$ cat config.mk
export PLATFORM = sky130hd
export DESIGN_NAME = layer_sequencer_flat
export DESIGN_NICKNAME = d
export VERILOG_FILES = /design/src/rtl/layer_sequencer_if.sv /design/src/rtl/layer_sequencer.sv /design/src/flat_wrapper.sv
export SDC_FILE = /design/constraint.sdc
export NUM_CORES = 1
export LEC_CHECK = 0
export ABC_CLOCK_PERIOD_IN_PS = 2930
export CORE_AREA = 2 2 131 133
export CTS_BUF_LIST = sky130_fd_sc_hd__clkbuf_8
export CTS_CLUSTER_SIZE = 12
export DETAILED_ROUTE_END_ITERATION = 8
export DIE_AREA = 0 0 133 135
export PLACE_DENSITY = 0.79
export SKIP_LAST_GASP = 1
export SYNTH_ARGS = -nofsm -noshare
export SYNTH_HDL_FRONTEND = slang
export SYNTH_SLANG_ARGS = --single-unit
$ cat constraint.sdc
create_clock -name clk -period 2.93 [get_ports clk]
set_input_delay 0.4395 -clock clk [delete_from_list [all_inputs] [get_ports clk]]
set_output_delay 0.4395 -clock clk [all_outputs]
set_load 0.01 [all_outputs]
$ cat src/rtl/layer_sequencer_if.sv
// Bus between the layer sequencer and its environment: host handshake,
// input/weight memory read ports, perceptron bank controls and activations.
// The master modport is the sequencer side; slave is the surrounding logic.
interface layer_sequencer_if #(
  parameter int NUM_INPUTS   = 42,
  parameter int NUM_NEURONS  = 7,
  parameter int INPUT_WIDTH  = 8,
  parameter int WEIGHT_WIDTH = 8,
  parameter int SUM_WIDTH    = INPUT_WIDTH + WEIGHT_WIDTH - 5,
  parameter int ADDR_WIDTH   = $clog2(NUM_INPUTS)
) ();

  // host handshake
  logic                                 start;
  logic                                 busy;
  logic                                 done;
  // synchronous memory read ports (1-cycle latency)
  logic [ADDR_WIDTH-1:0]                in_addr;
  logic [ADDR_WIDTH-1:0]                w_addr;
  logic [INPUT_WIDTH-1:0]               in_data;
  logic [NUM_NEURONS*WEIGHT_WIDTH-1:0]  w_data;
  logic [NUM_NEURONS*WEIGHT_WIDTH-1:0]  bias_in;
  // perceptron bank
  logic                                 neuron_rst;
  logic                                 neuron_en;
  logic [INPUT_WIDTH-1:0]               data_out;
  logic [NUM_NEURONS*WEIGHT_WIDTH-1:0]  weight_out;
  logic [NUM_NEURONS*SUM_WIDTH-1:0]     sum_in;
  // layer result
  logic [NUM_NEURONS*INPUT_WIDTH-1:0]   act_out;

  modport master (
    input  start,
    output busy, done,
    output in_addr, w_addr,
    input  in_data, w_data, bias_in,
    output neuron_rst, neuron_en, data_out, weight_out,
    input  sum_in,
    output act_out
  );

  modport slave (
    output start,
    input  busy, done,
    input  in_addr, w_addr,
    output in_data, w_data, bias_in,
    input  neuron_rst, neuron_en, data_out, weight_out,
    output sum_in,
    input  act_out
  );

endinterface

$ cat src/rtl/layer_sequencer.sv
// Sequences one fully connected layer: clears the perceptron bank, streams
// NUM_INPUTS input/weight pairs into it, then adds bias, applies ReLU and
// saturates each lane's sum back to the (3,5) activation format.
module layer_sequencer #(
  parameter int NUM_INPUTS   = 42,
  parameter int NUM_NEURONS  = 7,
  parameter int INPUT_WIDTH  = 8,
  parameter int WEIGHT_WIDTH = 8,
  parameter int SUM_WIDTH    = INPUT_WIDTH + WEIGHT_WIDTH - 5,
  parameter int ADDR_WIDTH   = $clog2(NUM_INPUTS)
) (
  input  logic                 clk,
  input  logic                 rst,
  layer_sequencer_if.master    bus
);

  typedef enum logic [2:0] {
    IDLE  = 3'd0,
    CLEAR = 3'd1,
    ISSUE = 3'd2,
    DRAIN = 3'd3,
    ACT   = 3'd4,
    DONE  = 3'd5
  } state_t;

  localparam logic [ADDR_WIDTH-1:0] LAST_IDX = ADDR_WIDTH'(NUM_INPUTS - 1);
  // Largest positive activation, held at the sum+1 width for the compare.
  localparam logic [SUM_WIDTH:0]    ACT_MAX  = (SUM_WIDTH + 1)'((1 << (INPUT_WIDTH - 1)) - 1);

  state_t                              state_reg, state_next;
  logic [ADDR_WIDTH-1:0]               idx_reg;
  logic                                en_reg;
  logic [NUM_NEURONS*INPUT_WIDTH-1:0]  act_reg;
  logic [NUM_NEURONS*INPUT_WIDTH-1:0]  act_next;

  // State register; reset aborts any pass in flight.
  always_ff @(posedge clk) begin
    if (rst) state_reg <= IDLE;
    else     state_reg <= state_next;
  end

  // Next-state logic; start is only looked at in IDLE, so it never chains.
  always_comb begin
    state_next = state_reg;
    case (state_reg)
      IDLE:    if (bus.start) state_next = CLEAR;
      CLEAR:   state_next = ISSUE;
      ISSUE:   if (idx_reg == LAST_IDX) state_next = DRAIN;
      DRAIN:   state_next = ACT;
      ACT:     state_next = DONE;
      DONE:    state_next = IDLE;
      default: state_next = IDLE;
    endcase
  end

  // Index counter and enable: enable trails the issue slot by the memory latency.
  always_ff @(posedge clk) begin
    if (rst) begin
      idx_reg <= '0;
      en_reg  <= 1'b0;
    end else begin
      en_reg <= (state_reg == ISSUE);
      if (state_reg == CLEAR)
        idx_reg <= '0;
      else if (state_reg == ISSUE && idx_reg != LAST_IDX)
        idx_reg <= idx_reg + 1'b1;
    end
  end

  // Per lane: bias add at SUM_WIDTH+1 bits (shared (x,5) alignment), ReLU, clamp.
  generate
    for (genvar gi = 0; gi < NUM_NEURONS; gi++) begin : g_lane
      logic signed [SUM_WIDTH-1:0]    sum_lane;
      logic signed [WEIGHT_WIDTH-1:0] bias_lane;
      logic signed [SUM_WIDTH:0]      t_lane;

      assign sum_lane  = bus.sum_in[gi*SUM_WIDTH +: SUM_WIDTH];
      assign bias_lane = bus.bias_in[gi*WEIGHT_WIDTH +: WEIGHT_WIDTH];
      assign t_lane    = (SUM_WIDTH + 1)'(sum_lane) + (SUM_WIDTH + 1)'(bias_lane);

      assign act_next[gi*INPUT_WIDTH +: INPUT_WIDTH] =
        t_lane[SUM_WIDTH]                 ? '0 :
        (unsigned'(t_lane) > ACT_MAX)     ? ACT_MAX[INPUT_WIDTH-1:0] :
                                            t_lane[INPUT_WIDTH-1:0];
    end
  endgenerate

  // Activation register: loaded only in ACT, otherwise holds the last layer result.
  always_ff @(posedge clk) begin
    if (rst)                    act_reg <= '0;
    else if (state_reg == ACT)  act_reg <= act_next;
  end

  // Output decode; data and weights pass straight through, gated by the enable.
  always_comb begin
    bus.busy       = (state_reg != IDLE);
    bus.done       = (state_reg == DONE);
    bus.neuron_rst = rst | (state_reg == CLEAR);
    bus.neuron_en  = en_reg;
    bus.in_addr    = idx_reg;
    bus.w_addr     = idx_reg;
    bus.data_out   = en_reg ? bus.in_data : '0;
    bus.weight_out = en_reg ? bus.w_data  : '0;
    bus.act_out    = act_reg;
  end

endmodule

$ cat src/flat_wrapper.sv
// flat-port wrapper written by rule: the top's interface ports become plain ports
module layer_sequencer_flat 
#(
  parameter int NUM_INPUTS   = 42,
  parameter int NUM_NEURONS  = 7,
  parameter int INPUT_WIDTH  = 8,
  parameter int WEIGHT_WIDTH = 8,
  parameter int SUM_WIDTH    = INPUT_WIDTH + WEIGHT_WIDTH - 5,
  parameter int ADDR_WIDTH   = $clog2(NUM_INPUTS)
)
  (clk, rst, bus_start, bus_busy, bus_done, bus_in_addr, bus_w_addr, bus_in_data, bus_w_data, bus_bias_in, bus_neuron_rst, bus_neuron_en, bus_data_out, bus_weight_out, bus_sum_in, bus_act_out);
  layer_sequencer_if #(.NUM_INPUTS(NUM_INPUTS), .NUM_NEURONS(NUM_NEURONS), .INPUT_WIDTH(INPUT_WIDTH), .WEIGHT_WIDTH(WEIGHT_WIDTH), .SUM_WIDTH(SUM_WIDTH), .ADDR_WIDTH(ADDR_WIDTH)) bus_i ();
  input  logic clk;
  input  logic rst;
  input wire logic [$bits(bus_i.start)-1:0] bus_start;
  output wire logic [$bits(bus_i.busy)-1:0] bus_busy;
  output wire logic [$bits(bus_i.done)-1:0] bus_done;
  output wire logic [$bits(bus_i.in_addr)-1:0] bus_in_addr;
  output wire logic [$bits(bus_i.w_addr)-1:0] bus_w_addr;
  input wire logic [$bits(bus_i.in_data)-1:0] bus_in_data;
  input wire logic [$bits(bus_i.w_data)-1:0] bus_w_data;
  input wire logic [$bits(bus_i.bias_in)-1:0] bus_bias_in;
  output wire logic [$bits(bus_i.neuron_rst)-1:0] bus_neuron_rst;
  output wire logic [$bits(bus_i.neuron_en)-1:0] bus_neuron_en;
  output wire logic [$bits(bus_i.data_out)-1:0] bus_data_out;
  output wire logic [$bits(bus_i.weight_out)-1:0] bus_weight_out;
  input wire logic [$bits(bus_i.sum_in)-1:0] bus_sum_in;
  output wire logic [$bits(bus_i.act_out)-1:0] bus_act_out;
  assign bus_i.start = bus_start;
  assign bus_busy = bus_i.busy;
  assign bus_done = bus_i.done;
  assign bus_in_addr = bus_i.in_addr;
  assign bus_w_addr = bus_i.w_addr;
  assign bus_i.in_data = bus_in_data;
  assign bus_i.w_data = bus_w_data;
  assign bus_i.bias_in = bus_bias_in;
  assign bus_neuron_rst = bus_i.neuron_rst;
  assign bus_neuron_en = bus_i.neuron_en;
  assign bus_data_out = bus_i.data_out;
  assign bus_weight_out = bus_i.weight_out;
  assign bus_i.sum_in = bus_sum_in;
  assign bus_act_out = bus_i.act_out;
  layer_sequencer #(.NUM_INPUTS(NUM_INPUTS), .NUM_NEURONS(NUM_NEURONS), .INPUT_WIDTH(INPUT_WIDTH), .WEIGHT_WIDTH(WEIGHT_WIDTH), .SUM_WIDTH(SUM_WIDTH), .ADDR_WIDTH(ADDR_WIDTH)) u_core (.clk(clk), .rst(rst), .bus(bus_i));
endmodule
# Word-level counts from Yosys, hierarchy flattened
# Cells that the tools add are included.
totals:
  out_inout_bits: 136
  ff_bits: 66
op_classes:
  n_reduce_logical: 5
  n_bitwise: 1
  n_addsub: 8
  mux: 19
  eq_ne: 9
  order_cmp: 7
ops:
  columns: ["cell", "n"]
  rows:
  - ["2-to-1 mux 8 bit", 15]
  - ["adder 11 x 8 -> 12 bit", 7]
  - ["greater-than comparator 12 x 7 -> 1 bit (second input constant)", 7]
  - ["2-to-1 mux 56 bit", 1]
  - ["case mux 3 bit (5 select lines)", 1]
  - ["adder 6 x 1 -> 6 bit (second input constant)", 1]
  - ["== test 3 x 2 -> 1 bit (second input constant)", 2]
  - ["== test 3 bit (second input constant)", 2]
  - ["== test 6 bit (second input constant)", 1]
  - ["2-to-1 mux 3 bit", 2]
  - ["inequality test 6 bit (second input constant)", 1]
  - ["== test 3 x 1 -> 1 bit (second input constant)", 1]
  - ["logical NOT 3 bit", 1]
  - ["nonzero test 3 bit", 1]
  - ["inequality test 2 x 1 -> 1 bit (second input constant)", 1]
  - ["inequality test 2 bit (second input constant)", 1]
  - ["AND reduction 2 bit", 1]
  - ["OR reduction 2 bit", 1]
  - ["logical AND 1 bit", 1]
  - ["bitwise OR 1 bit", 1]

# Longest topological paths before layout
depth:
  depth_word: 4
  depth_mapped: 11

# Worst setup path after synthesis
# No wires, ideal clock.
synth_timing:
  kind: "input port to flip-flop"
  startpoint: "in bus_sum_in[66]"
  endpoint: "reg u_core.act_reg[54] (netlist: u_core.bus.act_out[54])"
  t_arrival_ns: 2.391
  path_buffers: 0
  setup_ns: 0.095
  stages: 10
  slack_ns: 0.444
  cell_sequence: "ha_1 -> inv_1 -> fa_1 -> nand2b_1 -> a21oi_1 -> o31ai_2 -> o21ai_1 -> mux2i_2 -> nor3b_1 -> a221oi_1"
synth_via:
  elab_chain_len: 4
synth_rtl:
  columns: ["element", "line_no", "source"]
  rows:
  - ["start, declared", "flat_wrapper.sv:27", "input wire logic [$bits(bus_i.sum_in)-1:0] bus_sum_in;"]
  - ["adder 11 x 8 -> 12 bit *", "layer_sequencer.sv:79", "assign t_lane = (SUM_WIDTH + 1)'(sum_lane) + (SUM_WIDTH + 1)'(bias_lane);"]
  - ["greater-than comparator 12 x 7 -> 1 bit", "layer_sequencer.sv:83", "(unsigned'(t_lane) > ACT_MAX) ? ACT_MAX[INPUT_WIDTH-1:0] :"]
  - ["2-to-1 mux 8 bit", "layer_sequencer.sv:83", null]
  - ["2-to-1 mux 8 bit *", "layer_sequencer.sv:82", "t_lane[SUM_WIDTH] ? '0 :"]
  - ["end signal, assigned", "layer_sequencer.sv:91", "else if (state_reg == ACT) act_reg <= act_next;"]
  - ["end, declared", "layer_sequencer.sv:33", "logic [NUM_NEURONS*INPUT_WIDTH-1:0] act_reg;"]
# Every way passes the cells marked *; elsewhere a longest branch is shown, timed or not.
# A chain may end at the register's enable or synchronous reset.

# Worst setup path in the final report
layout_timing:
  startpoint: "in bus_sum_in[33]"
  endpoint: "reg u_core.act_reg[30] (netlist: u_core.bus.act_out[30])"
# Same word-level chain as after synthesis.

==> metrics.txt <==
Post-DRT Antenna Nets 0; Layout area overhead 62.3%; Post-Syn Instances 777; Period Utilization, post-route 0.931; Setup crit end kind register; Starting Density 0.392; RSZ-0062 raised after global routing no; cts hold-fix bufs 0; Clock Latency Late Sink 0.36 ns; pin count of the biggest net entering global routing 66; register area share after synthesis 0.206; outcome complete, no violations; DRC 0; Total GRT Usage 0.260; Post-Route WL 24,200 um; drt first-iter violations 382; max cap viols 0; Reg clk slew, reported paths 0.08 ns; relative slew slack 0.626; worst-margin pin slew 0.560 ns; Period minus WS final 2.73 ns; routed via count 7,173; wire length of the first global-routing pass 36,900 um; Crit path arrival time 3.00 ns; vias per cell 5.26; Die ar. 18,000 um^2; RD Place Congestion 0.925; TritonRoute pass-1 iters 5; Startpoint Class primary input; post-CTS setup buffers 0; PortBufs 335; CTS Sinks 66; ratio of cells with drive above 1 in the final layout 0.0815; vias in the first global route 6,869; warnings from Yosys 0; Overall Power 3.08 mW; asr flop ratio synth 0; initial antenna violation count 1; Worst Hold Slack 0.456 ns; post-cts resize count 0; Final Hold Viols 0; clock buffer depth 2; synth unique cells 73; I/O pin total 336; Avg Inst Size Synth 8.27 um^2; cell leakage power 4.26 nW; mapped cell area 6430 um^2; Core Area 16,400 um^2; pwr dens 295 nW/um^2; commonest non-fill, non-tap cells in the layout 335 x clkdlybuf4s50_1, 79 x ha_1, 73 x and2_1; setup violators final 0; syn_nets 1,063; detailed placer's ending HPWL 20,300 um; CP required 3.21 ns; CTS root buf clkbuf_8; nets@finish 1,422; worst vdd ir 0.196 mV; worst hold-check path type register to register; DIE WIDTH 133 um; commonest non-fill, non-tap cell in the layout clkdlybuf4s50_1; Largest register FFs 56; die span in y 135 um; CTS tree done; CP Class primary input to register; Slew Viols, Final 0; commonest register cell after synthesis dfxtp_1; grt ovf 0; crit path max fanout 4; total CTS buffers 9; Wirelength per Cell 17.7 um; Worst Clk Skew 0.0103 ns; std cell rows 47; Max Freq 0.366 GHz; number of enable flip-flop cells after synthesis 0; htree depth 3; #FFs+latches synth 66
## metal layers
layer / up-vias / wire length, um / track usage
li1: 3590 / - / -
met1: 3289 / 10600 / 0.334
met2: 268 / 11600 / 0.445
met3: 26 / 1610 / 0.0571
met4: 0 / 341 / 0.0657
met5: - / 0 / 0
## through the flow
step	setup slack, ns	area, um^2	TNS, ns	cells	utilization
global route	0.0315	10400	0	1362	0.636
CTS	0.224	10400	0	1361	0.636
detailed placement	-0.173	10300	-2.59	1345	0.625
global placement	-0.130	10300	-1.66	1345	0.625
floorplan	0.444	6430	0	777	-
finish	0.201	10400	0	1363	0.636
## power breakdown
part | internal [mW] | switching [mW]
Clock | 0.322 | 0.368
Combinational | 0.774 | 0.674
Sequential | 0.919 | 0.0215
Total | 2.01 | 1.06
## worst paths after layout
check | endpoint | slack, ns | cells past startpoint | startpoint
min reg2reg | u_core.bus.act_out[18] | 0.46 | 2 | u_core.bus.act_out[18]
max | u_core.bus.act_out[30] | 0.20 | 12 | bus_sum_in[33]
min | u_core.bus.act_out[18] | 0.46 | 2 | u_core.bus.act_out[18]
max reg2reg | u_core.bus.in_addr[5] | 0.83 | 7 | u_core.bus.in_addr[1]
## cell families (layout without fill, tap and decap cells)
group,count (synthesis),in the layout,share of synthesized area
simple gates,257,257,0.216
compound gates,244,244,0.278
fa+ha+maj,86,86,0.176
buf+inv,67,431,0.0432
flops,66,66,0.206
xor+xnor,50,50,0.0681
mux,7,7,0.0136
other cells,0,2,0
## critical path, stage by stage
cell and delay [ns]:
clkdlybuf4s50_1 0.46, ha_1 0.16, inv_1 0.05, fa_1 0.42, nand2b_1 0.19, a211o_1 0.30, a21o_1 0.18, a31oi_1 0.16
a31oi_1 0.06, buf_4 0.16, and2_4 0.18, a221oi_2 0.25
## synthesized netlist by cell type, types with 7 or more instances
cell type / count / area (um^2)
a21o_1: 24 / 180
dfxtp_1: 66 / 1320
inv_1: 36 / 135
and2_1: 73 / 457
a221oi_1: 8 / 70.1
a21oi_1: 61 / 305
a221o_1: 19 / 190
ha_1: 79 / 988
nor4_1: 9 / 56.3
nand2_1: 54 / 203
fa_1: 7 / 140
nor3_1: 12 / 60.1
clkbuf_1: 21 / 78.8
o21ai_0: 26 / 130
xor2_1: 20 / 175
nand3_1: 9 / 45.0
o21a_1: 11 / 82.6
nor2_1: 40 / 150
xnor2_1: 30 / 263
o21ai_1: 13 / 65.1
nand4_1: 8 / 50.1
a211oi_1: 9 / 67.6
nand2b_1: 16 / 100
## final cells by class
cell class                 count  area, um^2
tap                          220         275
clock inverter                 6        33.8
fill                        1409        5970
multi-input combinational    644        4840
clock buffer                  10         138
sequential                    66        1320
timing repair buffer         379        3680
antenna                        2        5.00
inverter                      36         135
(Power assumes the default switching activity.)
